<file path="src/rtl/i2s_mic_rx4.sv">
// -----------------------------------------------------------------------------
// i2s_mic_rx4 - four-microphone I2S capture front end.
//
// Oversamples the PLL bit clock (i2s_sck) in the clk domain, generates the
// shared word select (i2s_ws), and deserialises the left-slot sample of four
// mono microphones. Each completed 4-channel frame is offered on a
// valid/ready output register.
//
// Ports:
//   clk, reset        system clock; synchronous active-high reset
//   enable            capture enable; 0 holds the bit counter and WS at 0
//   i2s_sck           bit clock, asynchronous to clk, at most clk/8
//   i2s_ws            word select to the mics (0 = left slot)
//   i2s_sd1..i2s_sd4  mic serial data
//   sample_ch0..3     captured samples (ch0 = sd1 ... ch3 = sd4)
//   sample_valid      frame available
//   sample_ready      consumer accepts frame
//   overflow          sticky flag: a completed frame was dropped
//   clear_overflow    clears overflow (a simultaneous drop wins)
//   frame_count       frames loaded into the output register (wraps)
//
// Handshake: a frame transfers on any clk edge where sample_valid and
// sample_ready are both 1. sample_ch* are stable while sample_valid is 1 and
// the frame has not been accepted. A new frame may load on the same edge as a
// transfer, in which case sample_valid stays 1.
// -----------------------------------------------------------------------------
module i2s_mic_rx4 #(
    parameter int SLOT_BITS   = 32,
    parameter int SAMPLE_BITS = 24,
    parameter int CNT_W       = 16
) (
    input  logic                   clk,
    input  logic                   reset,
    input  logic                   enable,
    input  logic                   i2s_sck,
    output logic                   i2s_ws,
    input  logic                   i2s_sd1,
    input  logic                   i2s_sd2,
    input  logic                   i2s_sd3,
    input  logic                   i2s_sd4,
    output logic [SAMPLE_BITS-1:0] sample_ch0,
    output logic [SAMPLE_BITS-1:0] sample_ch1,
    output logic [SAMPLE_BITS-1:0] sample_ch2,
    output logic [SAMPLE_BITS-1:0] sample_ch3,
    output logic                   sample_valid,
    input  logic                   sample_ready,
    output logic                   overflow,
    input  logic                   clear_overflow,
    output logic [CNT_W-1:0]       frame_count
);

    localparam int CW = $clog2(2 * SLOT_BITS);
    localparam logic [CW-1:0] LAST_CNT   = CW'(2 * SLOT_BITS - 1);
    localparam logic [CW-1:0] SLOT_START = CW'(SLOT_BITS);
    localparam logic [CW-1:0] SMP_LAST   = CW'(SAMPLE_BITS);

    // Synchronisers: sck_q[0]/[1] are the two sync stages, sck_q[2] is the
    // edge-detect delay. Data only needs the two sync stages because it is
    // sampled on the sck rise, which has the same pipeline depth.
    logic [2:0] sck_q;
    logic [3:0] sd_s1_q, sd_s2_q;
    logic [3:0] sd_in;

    logic [CW-1:0] bit_cnt_q, bit_cnt_d;
    logic          ws_q, ws_d;
    logic          done_q, done_d;
    logic [3:0][SAMPLE_BITS-1:0] shift_q, shift_d;
    logic [3:0][SAMPLE_BITS-1:0] hold_q, hold_d;
    logic          valid_q, valid_d;
    logic          ovf_q, ovf_d;
    logic [CNT_W-1:0] count_q, count_d;

    logic rise, fall, in_window, load, drop;

    assign sd_in = {i2s_sd4, i2s_sd3, i2s_sd2, i2s_sd1};
    assign rise  = sck_q[1] & ~sck_q[2];
    assign fall  = ~sck_q[1] & sck_q[2];

    // One-bit I2S delay: offset 0 of the left slot is skipped, the sample
    // occupies offsets 1..SAMPLE_BITS.
    assign in_window = (bit_cnt_q != '0) && (bit_cnt_q <= SMP_LAST);

    assign load = done_q & (~valid_q | sample_ready);
    assign drop = done_q & ~load;

    always_comb begin
        bit_cnt_d = bit_cnt_q;
        ws_d      = ws_q;
        shift_d   = shift_q;
        done_d    = 1'b0;
        valid_d   = valid_q;
        hold_d    = hold_q;
        ovf_d     = ovf_q;
        count_d   = count_q;

        if (!enable) begin
            bit_cnt_d = '0;
            ws_d      = 1'b0;
            shift_d   = '0;
        end else begin
            if (fall) begin
                bit_cnt_d = (bit_cnt_q == LAST_CNT) ? '0 : bit_cnt_q + 1'b1;
            end
            // bit_cnt only moves on a fall, so this lags it by one cycle.
            ws_d = (bit_cnt_q >= SLOT_START);
            if (rise && in_window) begin
                for (int i = 0; i < 4; i++) begin
                    shift_d[i] = {shift_q[i][SAMPLE_BITS-2:0], sd_s2_q[i]};
                end
                done_d = (bit_cnt_q == SMP_LAST);
            end
        end

        // Output register: the transfer clear comes first so a same-edge
        // load overrides it.
        if (valid_q && sample_ready) begin
            valid_d = 1'b0;
        end
        if (load) begin
            valid_d = 1'b1;
            hold_d  = shift_q;
            count_d = count_q + 1'b1;
        end

        if (clear_overflow) begin
            ovf_d = 1'b0;
        end
        if (drop) begin
            ovf_d = 1'b1;
        end
    end

    always_ff @(posedge clk) begin
        if (reset) begin
            sck_q     <= '0;
            sd_s1_q   <= '0;
            sd_s2_q   <= '0;
            bit_cnt_q <= '0;
            ws_q      <= 1'b0;
            done_q    <= 1'b0;
            shift_q   <= '0;
            hold_q    <= '0;
            valid_q   <= 1'b0;
            ovf_q     <= 1'b0;
            count_q   <= '0;
        end else begin
            sck_q     <= {sck_q[1:0], i2s_sck};
            sd_s1_q   <= sd_in;
            sd_s2_q   <= sd_s1_q;
            bit_cnt_q <= bit_cnt_d;
            ws_q      <= ws_d;
            done_q    <= done_d;
            shift_q   <= shift_d;
            hold_q    <= hold_d;
            valid_q   <= valid_d;
            ovf_q     <= ovf_d;
            count_q   <= count_d;
        end
    end

    assign i2s_ws       = ws_q;
    assign sample_ch0   = hold_q[0];
    assign sample_ch1   = hold_q[1];
    assign sample_ch2   = hold_q[2];
    assign sample_ch3   = hold_q[3];
    assign sample_valid = valid_q;
    assign overflow     = ovf_q;
    assign frame_count  = count_q;

endmodule
</file>
<file path="config.mk">
export PLATFORM = sky130hd
export DESIGN_NAME = i2s_mic_rx4
export DESIGN_NICKNAME = d
export VERILOG_FILES = /design/src/rtl/i2s_mic_rx4.sv
export SDC_FILE = /design/constraint.sdc
export NUM_CORES = 1
export LEC_CHECK = 0
export CORE_MARGIN = 2
export CORE_UTILIZATION = 51
export CTS_BUF_LIST = sky130_fd_sc_hd__clkbuf_4 sky130_fd_sc_hd__clkbuf_8 sky130_fd_sc_hd__clkbuf_16
export DETAILED_ROUTE_END_ITERATION = 7
export GPL_TIMING_DRIVEN = 0
export PLACE_DENSITY_LB_ADDON = 0.08
export RECOVER_POWER = 50
export SYNTH_ARGS = -nofsm -noshare
export SYNTH_HDL_FRONTEND = slang
export SYNTH_SLANG_ARGS = --single-unit
</file>
<file path="constraint.sdc">
create_clock -name clk -period 2.55 [get_ports clk]
set_input_delay 0.255 -clock clk [delete_from_list [all_inputs] [get_ports clk]]
set_output_delay 0.255 -clock clk [all_outputs]
set_load 0.01 [all_outputs]
</file>
==> flow_summary.ini, run 1 <==
[grt]
track_usage = 0.219
met3_usage = 0.0334
grt-ovfl-total = 0
grt_max_degree = 14
busiest_layer = met2
use_met1 = 0.312
antenna_found_initial = 0
grtUsageMet2 = 0.352
grt_pass1_vias = 6284
grt_pass1_wl_microns = 30300

[job]
drv_cap = 0

[final_layout]
drive_above_1_share = 0.0561
area_delta_synth_final_pct = 29.1
fin_nets = 1154
final_common_cell = nand2_1
final_cell_mix = 393 x nand2_1, 229 x dfxtp_1, 204 x a21oi_1
regArea_sq_mm = 0.00458
antenna_cells = 0
fill_cells = 1329
fin_area_sq_mm = 0.0103
multi_input_area_sq_mm = 0.00309

[critical_path]
path_cells = inv_1, ha_1, nor2b_1, o211a_1, clkbuf_1, clkbuf_1, nand2_1, a21oi_1
cp_max_fo = 10
cp_slowest_cell = clkbuf_1
worstSetupPathType = flop to flop
reg2reg_depth = 8
crit_family = buffers and inverters
cpPeakStageDelay_ns = 0.42
regToRegSetupSlack_ns = 0.41
crit_top_cell = clkbuf_1
path_depth = 8
cp-end-kind = flop
crit_arrival_ns = 2.56
crit_buf_inv = 3
start_kind = flop
worstPathRequired_ns = 2.98

[sta]
fin_setup_tns_ns = 0
hold_viol = 0
clock_skew_ns = 0.00800
final_max_slew_viol_count = 0
slew_headroom = 0.521
fmax_ghz = 0.468
tightest_slew_ns = 0.719
timing.final.crit_share = 0.838
rsz0062_at_grt = false
setup-violations-final = 0
min_period_ns = 2.14

[min_path]
min_path_type = input pin to flop
whs_path_depth = 2

[place]
portBuffers = 123
place_congestion = 0.796
hpwlAfterDp_microns = 12500
placed_cell_area_sq_mm = 0.00950

[die]
rows = 45
ioPinCount = 125
coreArea_sq_mm = 0.0153
die_y_microns = 129
start_util = 0.525
die_area_sq_mm = 0.0167
die_x_microns = 129

[yosys]
syn_nets = 1005
yosysWarnings = 0
synth_area_leaders = dfxtp_1 57%, nand2_1 18%, a21oi_1 13%
synth_top_area_share = 0.573
synth_area_per_cell_sq_um = 8.07
synthCells = 992
synth_top_area_cell = dfxtp_1
synth_seq_cells = 229
syn-cell-area_sq_mm = 0.00801
synth_sequential_area_ratio = 0.573
yosysUniqueCellTypes = 32

[routing]
drt-wirelength-per-cell_microns = 13.3
first_pass_iters = 5
drcViolationCount = 0
ant_nets = 0
via_count = 6923
drt-initial-drc-count = 414
routed_wl_microns = 18300
vias_per_cell = 5.05

[clocking]
htreeDepth = 1
numCtsBuffers = 24
cts_tree = yes
clock-sinks = 229
post_cts_buffers = 0
clockBufferDepth = 3
cts_resized = 0
cts_root_buf = clkbuf_16
hold_buffers = 0
clk_pin_slew_ns = 0.06
insertion_delay_ns = 0.50

[power_and_ir_drop]
p_per_area_mw_per_mm2 = 702
ir_drop_mv = 0.442
p_leak_uw = 0.00374

[status]
status = complete, no violations
[stage by stage]
stage	power [uW]	instances	setup slack, ns	hold WS [ns]	util
floorplan	3730	992	0.756	0.383	-
global placement	3770	1326	0.154	0.418	0.623
detailed placement	3770	1326	0.123	0.420	0.623
CTS	7320	1370	0.474	0.290	0.678
global route	7480	1370	0.219	0.296	0.678
finish	7260	1370	0.413	0.308	0.678
[Yosys cell counts (all sizes together)]
library cell,instances
o22ai,1
o211ai,1
buf,23
inv,6
or3,5
nand2b,2
and2,1
and3,3
or4b,1
and4,1
nor2,15
o211a,1
ha,3
nand4,6
nand3,6
xnor2,3
nor4,2
a21oi,204
or4,5
o31ai,5
clkbuf,47
nand2,393
dfxtp,229
xor2,8
a41o,1
o21ai,4
nor2b,14
nor3b,1
nand3b,1
[report_power, final]
part | switching [uW] | total [uW] | internal [uW]
clock | 1380 | 3570 | 2200
combinational | 74.0 | 101 | 26.7
sequential | 2.30 | 3590 | 3580
total | 1450 | 7260 | 5810
[registers in the layout (all words and copies together) (netlist names)]
register and flops:
shift_q 96, sample_ch0 24, sample_ch1 24, sample_ch2 24, sample_ch3 24, frame_count 16
bit_cnt_q 6, sd_s1_q 4, sd_s2_q 4, sck_q 3, done_q 1, i2s_ws 1
overflow 1, sample_valid 1
[kinds of logic after synthesis]
group | Yosys count | share of synthesized area
XOR/XNOR | 11 | 0.0120
AO/OA/AOI/OAI | 217 | 0.140
adder cells (fa/ha/maj) | 3 | 0.00469
buffers and inverters | 76 | 0.0414
AND/OR/NAND/NOR | 456 | 0.230
flip-flops | 229 | 0.573
[final timing paths]
check,from,endpoint
max,bit_cnt_q[0],shift_q[0]
min,i2s_sck,sck_q[0]
max reg2reg,bit_cnt_q[0],shift_q[0]
min reg2reg,sd_s1_q[3],sd_s2_q[3]
[worst reg2reg max path: stages (launching register included)]
cell      delay (ns)
dfxtp_1         0.33
inv_1           0.09
ha_1            0.16
nor2b_1         0.26
o211a_1         0.20
clkbuf_1        0.34
clkbuf_1        0.42
nand2_1         0.12
a21oi_1         0.15
[layer usage]
| layer | wire, microns | up-vias | share of wire |
|---|---|---|---|
| li1 | - | 3535 | - |
| met1 | 8890 | 3208 | 0.49 |
| met2 | 8200 | 157 | 0.45 |
| met3 | 959 | 23 | 0.052 |
| met4 | 234 | 0 | 0.013 |
| met5 | 0 | - | 0 |
[final cells by class]
class                           count  area share
Buffer                             70      0.0298
Clock buffer                       38      0.0754
Clock inverter                      6     0.00569
Inverter                            6     0.00218
Multi-Input combinational cell    687       0.299
Sequential cell                   229       0.443
Tap cell                          211      0.0255
Timing Repair Buffer              123       0.119
(Power assumes the default switching activity.)
==> run 2, diff against run 1 <==
==> constraint.sdc (replaced) <==
create_clock -name clk -period 2.1 [get_ports clk]
set_input_delay 0.21 -clock clk [delete_from_list [all_inputs] [get_ports clk]]
set_output_delay 0.21 -clock clk [all_outputs]
set_load 0.01 [all_outputs]
==> run 2 against run 1 <==
Effect of this change:
- global-route usage is the same
- worst setup slack lost 0.29 ns
- cell count is essentially flat
- non-clock buffer count shrank 1
- total power grew 21%
- critical path type unchanged
- critical endpoint is now shift_q[91]
- largest cell class unchanged
==> flow_summary.ini, run 2 (same netlist as run 1, synthesis figures left out) <==
[routing]
drcViolationCount = 0
drt-initial-drc-count = 425
via_count = 6878
ant_nets = 0
vias_per_cell = 5.02
first_pass_iters = 5
drt-wirelength-per-cell_microns = 13.3
routed_wl_microns = 18300

[sta]
final_max_slew_viol_count = 0
fmax_ghz = 0.505
timing.final.crit_share = 0.942
slew_headroom = 0.536
setup_slack_ns = 0.121
hold_viol = 0
clock_skew_ns = 0.00727
setup-violations-final = 0
rsz0062_at_grt = true
whs_ns = 0.260
min_period_ns = 1.98
tightest_slew_ns = 0.696

[clocking]
cts_root_buf = clkbuf_16
numCtsBuffers = 24
cts_tree = yes
htreeDepth = 1
clockBufferDepth = 3
clk_pin_slew_ns = 0.06
clock-sinks = 229
insertion_delay_ns = 0.50

[grt]
antenna_found_initial = 0
grt_pass1_vias = 6284
grt_pass1_wl_microns = 30300
grt-ovfl-total = 0
grt_max_degree = 14
track_usage = 0.219

[place]
portBuffers = 123
place_congestion = 0.796
hpwlAfterDp_microns = 12500
place_inst = 1326
place_ws_ns = -0.282

[critical_path]
worstPathRequired_ns = 2.52
cp-end-kind = flop
worstSetupPathType = flop to flop
cpPeakStageDelay_ns = 0.45
path_cells = inv_1, ha_1, nor2b_1, o211ai_2, buf_6, buf_4, nand2_1, a21oi_1
start_kind = flop
crit_arrival_ns = 2.40
cp_slowest_cell = o211ai_2
cp_max_fo = 10

[die]
die_y_microns = 129
die_x_microns = 129
ioPinCount = 125
die_area_sq_mm = 0.0167
coreArea_sq_mm = 0.0153
rows = 45
start_util = 0.525

[power_and_ir_drop]
power.total_uw = 8820
p_comb_frac = 0.014
internal_power_uw = 7050
switchingPower_uw = 1760
ir_drop_mv = 0.535
p_clk_frac = 0.492
seqPwrFrac = 0.494
p_leak_uw = 0.00374
switching_share = 0.200
p_per_area_mw_per_mm2 = 852

[final_layout]
layout.cells.non_filler = 1369
regMostFlops = shift_q
final_cell_mix = 393 x nand2_1, 229 x dfxtp_1, 204 x a21oi_1
fill_cells = 1324
area_delta_synth_final_pct = 29.3
regArea_sq_mm = 0.00458
antenna_cells = 0
final_common_cell = nand2_1
drive_above_1_share = 0.0622
largest_reg_flops = 96
multi_input_area_sq_mm = 0.00310
fin_nets = 1153

[job]
drv_cap = 0

[status]
status = complete, no violations

[min_path]
min_path_type = input pin to flop
==> run 2: final timing paths <==
check,cells after the start,from,endpoint,slack [ns]
hold reg to reg,1,sd_s1_q[3],sd_s2_q[3],0.43
hold / removal,2,i2s_sck,sck_q[0],0.26
setup / recovery,8,bit_cnt_q[0],shift_q[91],0.12
setup reg to reg,8,bit_cnt_q[0],shift_q[91],0.12
==> run 2: final cells by class <==
class	instances	area share
Buffer	69	0.0301
Clock buffer	38	0.0753
Clock inverter	6	0.00568
Inverter	6	0.00218
Multi-Input combinational cell	687	0.299
Sequential cell	229	0.443
Tap cell	211	0.0255
Timing Repair Buffer	123	0.119
==> run 2: power groups by stage <==
| stage | Combinational, uW | Sequential [uW] | Clock (uW) |
|---|---|---|---|
| after global placement | 123 | 4450 | 0 |
| final | 123 | 4360 | 4340 |
| after detailed placement | 123 | 4450 | 0 |
| after global routing | 135 | 4350 | 4600 |
| after CTS | 123 | 4360 | 4410 |
| after floorplan | 72.2 | 4450 | 0 |
==> run 2: repair_timing <==
action,CTS,global route
setup endpoints to repair,0,67
hold buffers,0,0
gates resized for setup,0,11
setup buffers,0,0
==> run 2: routing by layer <==
layer  vias up  track usage  wire, microns
met2       156        0.352           8240
met4         0       0.0537            251
met3        22       0.0334            938
met1      3170        0.312           8840
li1       3530            -              -
met5         -            0              0
==> run 2: stage by stage <==
step                      utilization  area (sq um)  TNS [ns]
after CTS                       0.678         10300         0
final                           0.678         10400         0
after global routing            0.678         10400   -0.0142
after detailed placement        0.623          9500     -5.94
after floorplan                     -          8010         0
after global placement          0.623          9500     -5.75
==> run 2: worst max-delay path: cells and delay by family, from the launching register on <==
kind                       cells  cell delay, ns
and+or+nand+nor                2            0.24
buffers and inverters          3            0.48
DFF                            1            0.37
adders and majority gates      1            0.21
AOI/OAI and AO/OA              2            0.61
==> run 3, diff against run 2 <==
--- a/config.mk
+++ b/config.mk
@@ -5,6 +5,7 @@
 export SDC_FILE = /design/constraint.sdc
 export NUM_CORES = 1
 export LEC_CHECK = 0
+export CORE_ASPECT_RATIO = 1.2
 export CORE_MARGIN = 2
 export CORE_UTILIZATION = 51
 export CTS_BUF_LIST = sky130_fd_sc_hd__clkbuf_4 sky130_fd_sc_hd__clkbuf_8 sky130_fd_sc_hd__clkbuf_16
==> run 3 against run 2 <==
Effect of this change:
- non-clock buffer count is 2 lower
- via count is 1.4% lower
- total power is 4.6% lower
- flip-flop and latch count stayed put
- routed wire length is 1.3% lower
- first-iteration DRC count is 8.9% lower
- fmax is 1.8% higher
- sequential power hardly changed
- count of clock-buffer cells in the layout is 5 lower
- core utilization is 2.0 points lower
- sequential share of layout area is 0.56 points higher
- design area is 1.2% lower
==> flow_summary.ini, run 3 (same netlist as run 1, synthesis figures left out) <==
[status]
status = complete, no violations

[sta]
timing.final.crit_share = 0.926
tightest_slew_ns = 0.694
rsz0062_at_grt = false
setup-violations-final = 0
fmax_ghz = 0.514
final_max_slew_viol_count = 0
clock_skew_ns = 0.00663
setup_slack_ns = 0.156
min_period_ns = 1.94
hold_viol = 0
fin_setup_tns_ns = 0
slew_headroom = 0.537

[place]
place_congestion = 0.779
place_ws_ns = -0.304
place_inst = 1323
placed_cell_area_sq_mm = 0.00950
hpwlAfterDp_microns = 12600
portBuffers = 123

[routing]
drt-initial-drc-count = 387
ant_nets = 0
drcViolationCount = 0
via_count = 6780
drt-wirelength-per-cell_microns = 13.3
first_pass_iters = 5
routed_wl_microns = 18000
vias_per_cell = 5.00

[grt]
grt_pass1_wl_microns = 29800
antenna_found_initial = 0
use_met1 = 0.266
grtUsageMet2 = 0.382
grt_max_degree = 20
met3_usage = 0.0358
grt-ovfl-total = 0
track_usage = 0.212
busiest_layer = met2
grt_pass1_vias = 6159

[critical_path]
regToRegSetupSlack_ns = 0.16
reg2reg_depth = 8
startpoint = bit_cnt_q[0]
worstSetupPathType = flop to flop
cp_max_fo = 10
reg2reg_to = shift_q[50]
start_kind = flop
cp-end-kind = flop
worstPathRequired_ns = 2.51
endpoint = shift_q[50]
crit_arrival_ns = 2.36
r2r_start = bit_cnt_q[0]

[clocking]
post_cts_buffers = 0
clk_pin_slew_ns = 0.06
htreeDepth = 1
numCtsBuffers = 22
clock-sinks = 229
insertion_delay_ns = 0.50
cts_root_buf = clkbuf_16
clockBufferDepth = 3
hold_buffers = 0
cts_tree = yes

[final_layout]
final_cell_mix = 393 x nand2_1, 229 x dfxtp_1, 204 x a21oi_1
fin_area_sq_mm = 0.0102
final_common_cell = nand2_1
area_delta_synth_final_pct = 27.7
antenna_cells = 0
drive_above_1_share = 0.0548
regMostFlops = shift_q
layout.cells.non_filler = 1357
largest_reg_flops = 96
fin_nets = 1149
finish.utilization = 0.659

[die]
start_util = 0.516
coreArea_sq_mm = 0.0155
ioPinCount = 125
die_y_microns = 141
rows = 50
die_x_microns = 118
die_area_sq_mm = 0.0167

[power_and_ir_drop]
p_leak_uw = 0.00367
p_per_area_mw_per_mm2 = 823
ir_drop_mv = 0.492

[job]
drv_cap = 0

[min_path]
min_path_type = input pin to flop
run 3: cell types whose count changed in the layout (fill, tap and decap cells not counted), sizes merged:
cell	before	now
clkinv	5	3
clkbuf	87	81
clkdlybuf4s50	8	9
buf	20	19
dlygate4sd3	115	114
run 3: worst max-delay path, cell delays in order, from the launching register on:
cell and delay, ns:
dfxtp_1 0.33, inv_1 0.10, ha_1 0.18, or4b_4 0.47
o211ai_2 0.18, buf_6 0.21, buf_4 0.18, nand2_1 0.06
a21oi_1 0.16
run 3: final cells by class:
| cell class | count | area (sq um) |
|---|---|---|
| Sequential cell | 229 | 4580 |
| Multi-Input combinational cell | 687 | 3090 |
| Inverter | 6 | 22.5 |
| Tap cell | 208 | 260 |
| Timing Repair Buffer | 123 | 1230 |
| Buffer | 67 | 304 |
| Clock inverter | 4 | 45.0 |
| Clock buffer | 33 | 682 |
| Fill cell | 1427 | 5290 |
run 3: routing by layer:
| metal | routed length [microns] | up-vias |
|---|---|---|
| met1 | 8020 | 3121 |
| li1 | - | 3515 |
| met3 | 753 | 23 |
| met2 | 8980 | 121 |
| met5 | 0 | - |
| met4 | 283 | 0 |
run 3: timing repair:
action / CTS / global route
pin swaps: 0 / 0
resized for setup: 0 / 9
gates cloned: 0 / 0
setup endpoints to repair: 2 / 54
run 3: worst min-delay path by stage:
stage	startpoint	endpoint	slack [ns]	cells after the start
after floorplan	i2s_sck	sck_q[0]	0.34	1
after global placement	sd_s1_q[1]	sd_s2_q[1]	0.42	1
after detailed placement	sck_q[0]	sck_q[1]	0.42	1
after CTS	i2s_sd1	sd_s1_q[0]	0.25	2
after global routing	i2s_sck	sck_q[0]	0.28	2
final	i2s_sd1	sd_s1_q[0]	0.27	2
run 3: where the power goes:
group	leakage (uW)	internal [uW]	switching (uW)	total, uW
logic	0.00146	32.7	90.9	124
clock network	0.000368	2360	1580	3940
registers	0.00185	4350	2.77	4360
total	0.00367	6740	1670	8420
run 3: stage by stage:
| step | power (uW) | hold slack (ns) |
|---|---|---|
| 2_1_floorplan | 4520 | 0.338 |
| 3_3_place_gp | 4580 | 0.415 |
| 3_5_place_dp | 4580 | 0.422 |
| 4_1_cts | 8500 | 0.253 |
| 5_1_grt | 8680 | 0.278 |
| 6_report | 8420 | 0.272 |
